===== src/rtl/posit_window_collector.sv =====
// Collects framed posit accumulator words and queues one {length, final posit}
// result per complete window in a small FIFO for the downstream consumer.
module posit_window_collector #(
    parameter int POSIT_WIDTH = 8,
    parameter int FIFO_DEPTH  = 4,
    parameter int LEN_W       = 8
) (
    input  logic                   clk,
    input  logic                   rst_n,
    input  logic                   rts_i,
    input  logic                   sow_i,
    input  logic                   eow_i,
    input  logic [POSIT_WIDTH-1:0] data_i,
    output logic                   rtr_o,
    output logic                   rts_o,
    output logic [POSIT_WIDTH-1:0] data_o,
    output logic [LEN_W-1:0]       len_o,
    input  logic                   rtr_i,
    output logic                   err_o
);

    localparam int PTR_W = (FIFO_DEPTH > 1) ? $clog2(FIFO_DEPTH) : 1;
    localparam int OCC_W = $clog2(FIFO_DEPTH + 1);
    localparam int ENT_W = LEN_W + POSIT_WIDTH;
    localparam logic [LEN_W-1:0] LEN_MAX  = '1;
    localparam logic [PTR_W-1:0] PTR_LAST = PTR_W'(FIFO_DEPTH - 1);
    localparam logic [OCC_W-1:0] OCC_FULL = OCC_W'(FIFO_DEPTH);

    typedef enum logic {
        IDLE,
        IN_WIN
    } state_t;

    state_t            state_q, state_d;
    logic [LEN_W-1:0]  len_q, len_d, len_word;
    logic [PTR_W-1:0]  wr_q, wr_d, rd_q, rd_d;
    logic [OCC_W-1:0]  occ_q, occ_d;
    logic              rtr_q, rtr_d;
    logic              err_q, err_d;
    logic [ENT_W-1:0]  mem_q [FIFO_DEPTH];
    logic [ENT_W-1:0]  mem_d [FIFO_DEPTH];
    logic              accept, push, pop;

    always_comb begin
        accept   = rts_i && rtr_q;
        pop      = (occ_q != '0) && rtr_i;
        // Length of the window including the word currently presented.
        len_word = sow_i ? LEN_W'(1) : ((len_q == LEN_MAX) ? len_q : len_q + 1'b1);
        push     = accept && eow_i && (sow_i || (state_q == IN_WIN));

        state_d = state_q;
        len_d   = len_q;
        err_d   = err_q;
        if (accept) begin
            if (sow_i) begin
                len_d   = len_word;
                if (state_q == IN_WIN) err_d = 1'b1;
                state_d = eow_i ? IDLE : IN_WIN;
            end else if (state_q == IN_WIN) begin
                len_d = len_word;
                if (eow_i) state_d = IDLE;
            end else begin
                err_d = 1'b1;
            end
        end

        wr_d = wr_q;
        if (push) wr_d = (wr_q == PTR_LAST) ? '0 : wr_q + 1'b1;
        rd_d = rd_q;
        if (pop) rd_d = (rd_q == PTR_LAST) ? '0 : rd_q + 1'b1;

        case ({push, pop})
            2'b10:   occ_d = occ_q + 1'b1;
            2'b01:   occ_d = occ_q - 1'b1;
            default: occ_d = occ_q;
        endcase
        rtr_d = (occ_d < OCC_FULL);

        mem_d = mem_q;
        if (push) mem_d[wr_q] = {len_word, data_i};
    end

    always_ff @(posedge clk or negedge rst_n) begin
        if (!rst_n) begin
            state_q <= IDLE;
            len_q   <= '0;
            wr_q    <= '0;
            rd_q    <= '0;
            occ_q   <= '0;
            rtr_q   <= 1'b0;
            err_q   <= 1'b0;
            mem_q   <= '{default: '0};
        end else begin
            state_q <= state_d;
            len_q   <= len_d;
            wr_q    <= wr_d;
            rd_q    <= rd_d;
            occ_q   <= occ_d;
            rtr_q   <= rtr_d;
            err_q   <= err_d;
            mem_q   <= mem_d;
        end
    end

    assign rtr_o            = rtr_q;
    assign rts_o            = (occ_q != '0);
    assign {len_o, data_o}  = mem_q[rd_q];
    assign err_o            = err_q;

endmodule


===== config.mk =====
export PLATFORM = sky130hd
export DESIGN_NAME = posit_window_collector
export DESIGN_NICKNAME = d
export VERILOG_FILES = /design/src/rtl/posit_window_collector.sv
export SDC_FILE = /design/constraint.sdc
export NUM_CORES = 1
export LEC_CHECK = 0
export CORE_MARGIN = 2
export CORE_UTILIZATION = 50
export DETAILED_ROUTE_END_ITERATION = 7
export HOLD_SLACK_MARGIN = 0.05
export PLACE_DENSITY_LB_ADDON = 0.2
export SYNTH_ARGS = -nofsm -noshare
export SYNTH_HDL_FRONTEND = slang
export SYNTH_SLANG_ARGS = --single-unit

===== constraint.sdc =====
create_clock -name clk -period 2.4 [get_ports clk]
set_clock_uncertainty 0.05 [all_clocks]
set_input_delay 0.48 -clock clk [delete_from_list [all_inputs] [get_ports clk]]
set_output_delay 0.48 -clock clk [all_outputs]
set_load 0.05 [all_outputs]

# After elaboration in Yosys (flattened, before gate mapping)
# Index checks and enable logic that the tools add are counted.
# word_totals
register_bits,82
out_inout_bits,19
# op_classes
add_sub_neg,5
magnitude_cmp,4
n_eq_ne,7
n_mux,19
bitwise,2
reduce_logical,10
# ops
operator,n
64-bit bitwise mux,1
16-bit 2-to-1 mux,3
16-bit binary-select mux with 2-bit select,1
16-bit demux with 2-bit select,1
8-bit 2-to-1 mux,4
8-bit by 1-bit adder with 8-bit output (second input constant),1
8-bit equality test (second input constant),1
2-bit equality test (second input constant),3
3-bit >= comparator (second input constant),2
1-bit 2-to-1 mux,6
2-bit NOT with 3-bit output,2
3-bit case mux with 2 select lines,1
1-bit logical AND,5
2-bit by 1-bit adder with 2-bit output (second input constant),2
2-bit 2-to-1 mux,2
3-bit by 1-bit adder with 3-bit output (second input constant),1
3-bit by 1-bit less-than comparator with 1-bit output (second input constant),1
3-bit less-than comparator (second input constant),1
3-bit AND reduction,1
3-bit nonzero test,1
3-bit by 1-bit subtractor with 3-bit output (second input constant),1
2-bit by 1-bit equality test with 1-bit output (second input constant),1
2-bit by 1-bit != test with 1-bit output (second input constant),1
2-bit != test (second input constant),1
other kinds (3),3

# Depth between registers and ports, before layout
# depth
word_depth,6
depth_mapped,11
depth_no_buf,10

# Worst setup path before layout
# No wires, ideal clock.
# synth_timing
path_type,in2reg
from,input port sow_i
to,"register rtr_q, in the netlist rtr_o"
t_arrival_ns,2.300
required_ns,2.229
path_slack_ns,-0.070
stages,11
path_cell_list,clkinv_1 > ha_1 > and4b_1 > buf_6 > inv_4 > ha_1 > fa_1 > xnor2_1 > nor2_1 > xor2_1 > inv_1
# synth_between
elab_chain_len,5
# synth_lines
element,line,text
from (decl),11,"input logic sow_i,"
1-bit logical OR (*),49,push = accept && eow_i && (sow_i || (state_q == IN_WIN));
1-bit logical AND (*),49,
2-bit by 1-bit equality test with 1-bit output / 2-bit equality test (equally long branches),72,"case ({push, pop})"
3-bit case mux with 2 select lines (*),72,
3-bit less-than comparator (*),77,rtr_d = (occ_d < OCC_FULL);
named net rtr_d,38,"logic rtr_q, rtr_d;"
to (signal assigned),99,rtr_q <= rtr_d;
to (decl),38,
# The timed path passes the listed nets; every way through them passes the cells marked *.
# A chain may end at the register's enable or synchronous reset.

# Worst setup path after layout
# layout_timing
from,register rd_q[0]
to,output port len_o[7]
# layout_between
elab_chain_len,4
# layout_lines
element,line,text
from (decl),36,"logic [PTR_W-1:0] wr_q, wr_d, rd_q, rd_d;"
from (signal assigned),97,rd_q <= rd_d;
2-bit NOT with 3-bit output (implied by the code),107,"assign {len_o, data_o} = mem_q[rd_q];"
16-bit binary-select mux with 2-bit select,107,
16-bit 2-to-1 mux (implied by the code) (2 in series),107,
to (decl),17,"output logic [LEN_W-1:0] len_o,"
# No other way between the ends. The select of a mux whose other input is x is not followed.

==> run_results.csv <==
group,metric,value,unit
logic_synthesis,syn_avg_cell_area,13.03,um^2
floorplan,ioPinCount,33,
setup_path,endpoint_kind,"output port",
timing,relSlewSlack,66.96,%
setup_path,r2r-end,"rtr_o",
finish,design_area,4624,um^2
logic_synthesis,yosys.area.top_type,"dfrtp_1",
setup_path,critPathLaunchType,"register",
detailed_routing,drtIter0Drc,118,
setup_path,reg2reg_slack,0.20,ns
logic_synthesis,synthArstFlopShare,100.0,%
finish,syn2layout_area_growth,20.27,%
detailed_routing,drt-met1-wl,3.498,mm
placed_design,portBuffers,32,
detailed_routing,routed_wl,7.411,mm
setup_path,critPathArrivalTime,1.76,ns
clocking,clk-insertion-delay-late,0.34,ns
setup_path,cp_num_cells,3,
setup_path,reg2reg_depth,10,
setup_path,crit_required,1.87,ns
timing,setup_tns,0,ns
setup_path,crit_path_start,"rd_q[0]",
setup_path,crit_family,"multiplexers",
outcome,status,"completed",
global_routing,grt_start_max_net_pins,43,
detailed_routing,met2WireLength,3.529,mm
timing,fin_crit,2.285,ns
setup_path,critPathKind,"register to output port",
placed_design,dp_slack,-0.5466,ns
logic_synthesis,synth_commonest_cells,"dfrtp_1, mux2_2, nand2_1, o21ai_0, mux4_2",
detailed_routing,dr_wl_met3,263,um
timing,hold_viol,0,
setup_path,critical_path.endpoint,"len_o[7]",
global_routing,grt-ovfl-total,0,
hold_path,min_path_type,"register to register",
setup_path,crit_path_cell_trace,"buf_4 > mux4_2 > buf_4",
timing,slew_viol_final,0,
floorplan,die_area,8407,um^2
logic_synthesis,synth_ff_type,"dfrtp_1",
global_routing,grt_pass1_wl,12.86,mm
clocking,cts_tree,"yes",
pwr,leakage,2.079,nW
floorplan,rows,31,
detailed_routing,avgRoutedWirePerCell,16.51,um
clocking,post-cts-setup-buffers,0,
finish,nets,368,
setup_path,crit_fanout,6,
global_routing,grt_pass1_vias,2632,
timing,worst_pin_slew,0.4941,ns
logic_synthesis,yosysWarnings,0,
logic_synthesis,ys_types,47,
timing,fmax,437.6,MHz
timing,post-route-period-util,95.21,%
detailed_routing,detailroute.via_count,2531,
logic_synthesis,syn_inst,295,
placed_design,gp_congestion,0.8496,
finish,diodes,0,
floorplan,coreArea,7331,um^2
placed_design,hpwl,5.071,mm
finish,fillers,562,
setup_path,cp_slowest_cell,"mux4_2",
logic_synthesis,synth.most_common_cell,"dfrtp_1",
placed_design,placed_cells,432,
setup_path,r2r-start,"state_q",
detailed_routing,vias_per_cell,5.637,
placed_design,placed_area,4393,um^2
setup_path,path_common_cell,"buf_4",
clocking,cts_made_buffers,9,
floorplan,dieHeight,91.69,um
clocking,clkTransAtPathRegs,0.08,ns
logic_synthesis,ys_seq_area_share,53.37,%
clocking,clock-sinks,82,
global_routing,antenna_found_initial,0,
detailed_routing,first_pass_iters,4,
clocking,cts_max_level,3,
clocking,clockBufferDepth,2,
job,maxCapViolCount,0,
pwr,finalPower,0.005849,W
timing,rsz0062_at_grt,"no",
detailed_routing,ant_nets,0,
finish,layout-drive-gt1-share,36.86,%
floorplan,die_w,91.69,um
pwr,vdd_ir_drop_max,0.5788,mV
setup_path,slowest_delay,0.54,ns
logic_synthesis,netlist.area_leader.share,53.37,%
detailed_routing,drc_errors,0,
finish,finalNonFillerCells,449,
clocking,cts_root_buffer,"clkbuf_8",
logic_synthesis,ys_top_cells_by_area,"dfrtp_1, mux2_2, mux4_2",
detailed_routing,routed.top_layer,"met4",
logic_synthesis,syn-cell-area,3845,um^2
global_routing,track_usage,19.50,%
pwr,p_per_area,1265,nW/um^2
timing,setup_viol,0,
logic_synthesis,ys_ff_latch,82,
logic_synthesis,synth-edff-count,0,
logic_synthesis,syn-num-nets,318,
floorplan,start_util,52.45,%
setup_path,cp_num_buf_inv,2,
timing,fin_ws,0.1149,ns
## timing repair
item | in CTS | in global routing
hold buffers | 1 | 0
gates resized for setup | 7 | 1
pin swaps | 2 | 0
endpoints found under the hold margin | 16 | 0
setup endpoints to repair | 17 | 4
## cells by family (layout without fill, tap and decap cells)
family | Yosys count | count (layout) | synth area share [%]
fa+ha+maj | 9 | 9 | 3.124
xor+xnor | 3 | 3 | 0.6835
flops | 82 | 82 | 53.37
compound gates | 58 | 58 | 9.665
mux | 64 | 64 | 23.46
simple gates | 53 | 53 | 6.606
buf+inv | 26 | 81 | 3.091
## layout make-up
| cell class | count | area, um^2 | share of cell area (%) |
|---|---|---|---|
| clock buffers | 11 | 151.4 | 3.274 |
| multi-input cells | 187 | 1685 | 36.44 |
| repair buffers | 56 | 511.7 | 11.07 |
| clock inverters | 5 | 60.06 | 1.299 |
| well taps | 99 | 123.9 | 2.679 |
| inverters | 9 | 37.54 | 0.8117 |
| flip-flops and latches | 82 | 2054 | 44.43 |
## stage by stage
stage | utilization, % | hold slack, ns
3_3_place_gp | 59.92 | 0.3179
2_1_floorplan | - | 0.1344
5_1_grt | 63.08 | 0.4466
4_1_cts | 63.03 | 0.4327
3_5_place_dp | 59.92 | 0.3190
6_report | 63.08 | 0.4285
## flip-flops by register name, indices dropped and copies added (netlist names), named ones only
signal   cells
occ_q        2
rtr_o        1
len_q        8
state_q      1
mem_q       64
err_o        1
rd_q         2
wr_q         2
## where the power goes
part | switching [W] | internal, W | leakage [nW]
combinational | 0.00138 | 0.00116 | 0.927
clock | 0.000495 | 0.000541 | 0.106
sequential | 0.000393 | 0.00188 | 1.05
## cell usage in the layout, fill, tap and decap left out, types with 10 or more instances in the layout
| cell | netlist | final |
|---|---|---|
| a21oi_1 | 10 | 10 |
| o21ai_0 | 20 | 20 |
| clkbuf_8 | 0 | 11 |
| clkdlybuf4s50_1 | 0 | 13 |
| nand2_1 | 28 | 28 |
| buf_4 | 0 | 35 |
| dfrtp_1 | 82 | 80 |
| mux4_2 | 16 | 16 |
| mux2_2 | 46 | 46 |
## worst min-delay path by stage
stage	start	end	cells past startpoint
after CTS	mem_q[41]	mem_q[41]	2
after detailed placement	rst_n	mem_q[40]	1
after global routing	mem_q[30]	mem_q[30]	2
after floorplan	rst_n	asynchronous set/reset pin	0
after global placement	rst_n	mem_q[40]	1
final	mem_q[26]	mem_q[26]	2
## metal layers
layer  GRT usage (%)  up-vias
li1                -     1188
met1           27.34     1277
met2           30.45       54
met3           3.944       12
met4           7.214        0
met5               0        -
## worst min-delay path: stages (launching register included)
cell	delay, ns
dfrtp_1	0.34
nand2_1	0.05
o21ai_0	0.06
No activity file was read; power rests on OpenSTA's default activity.
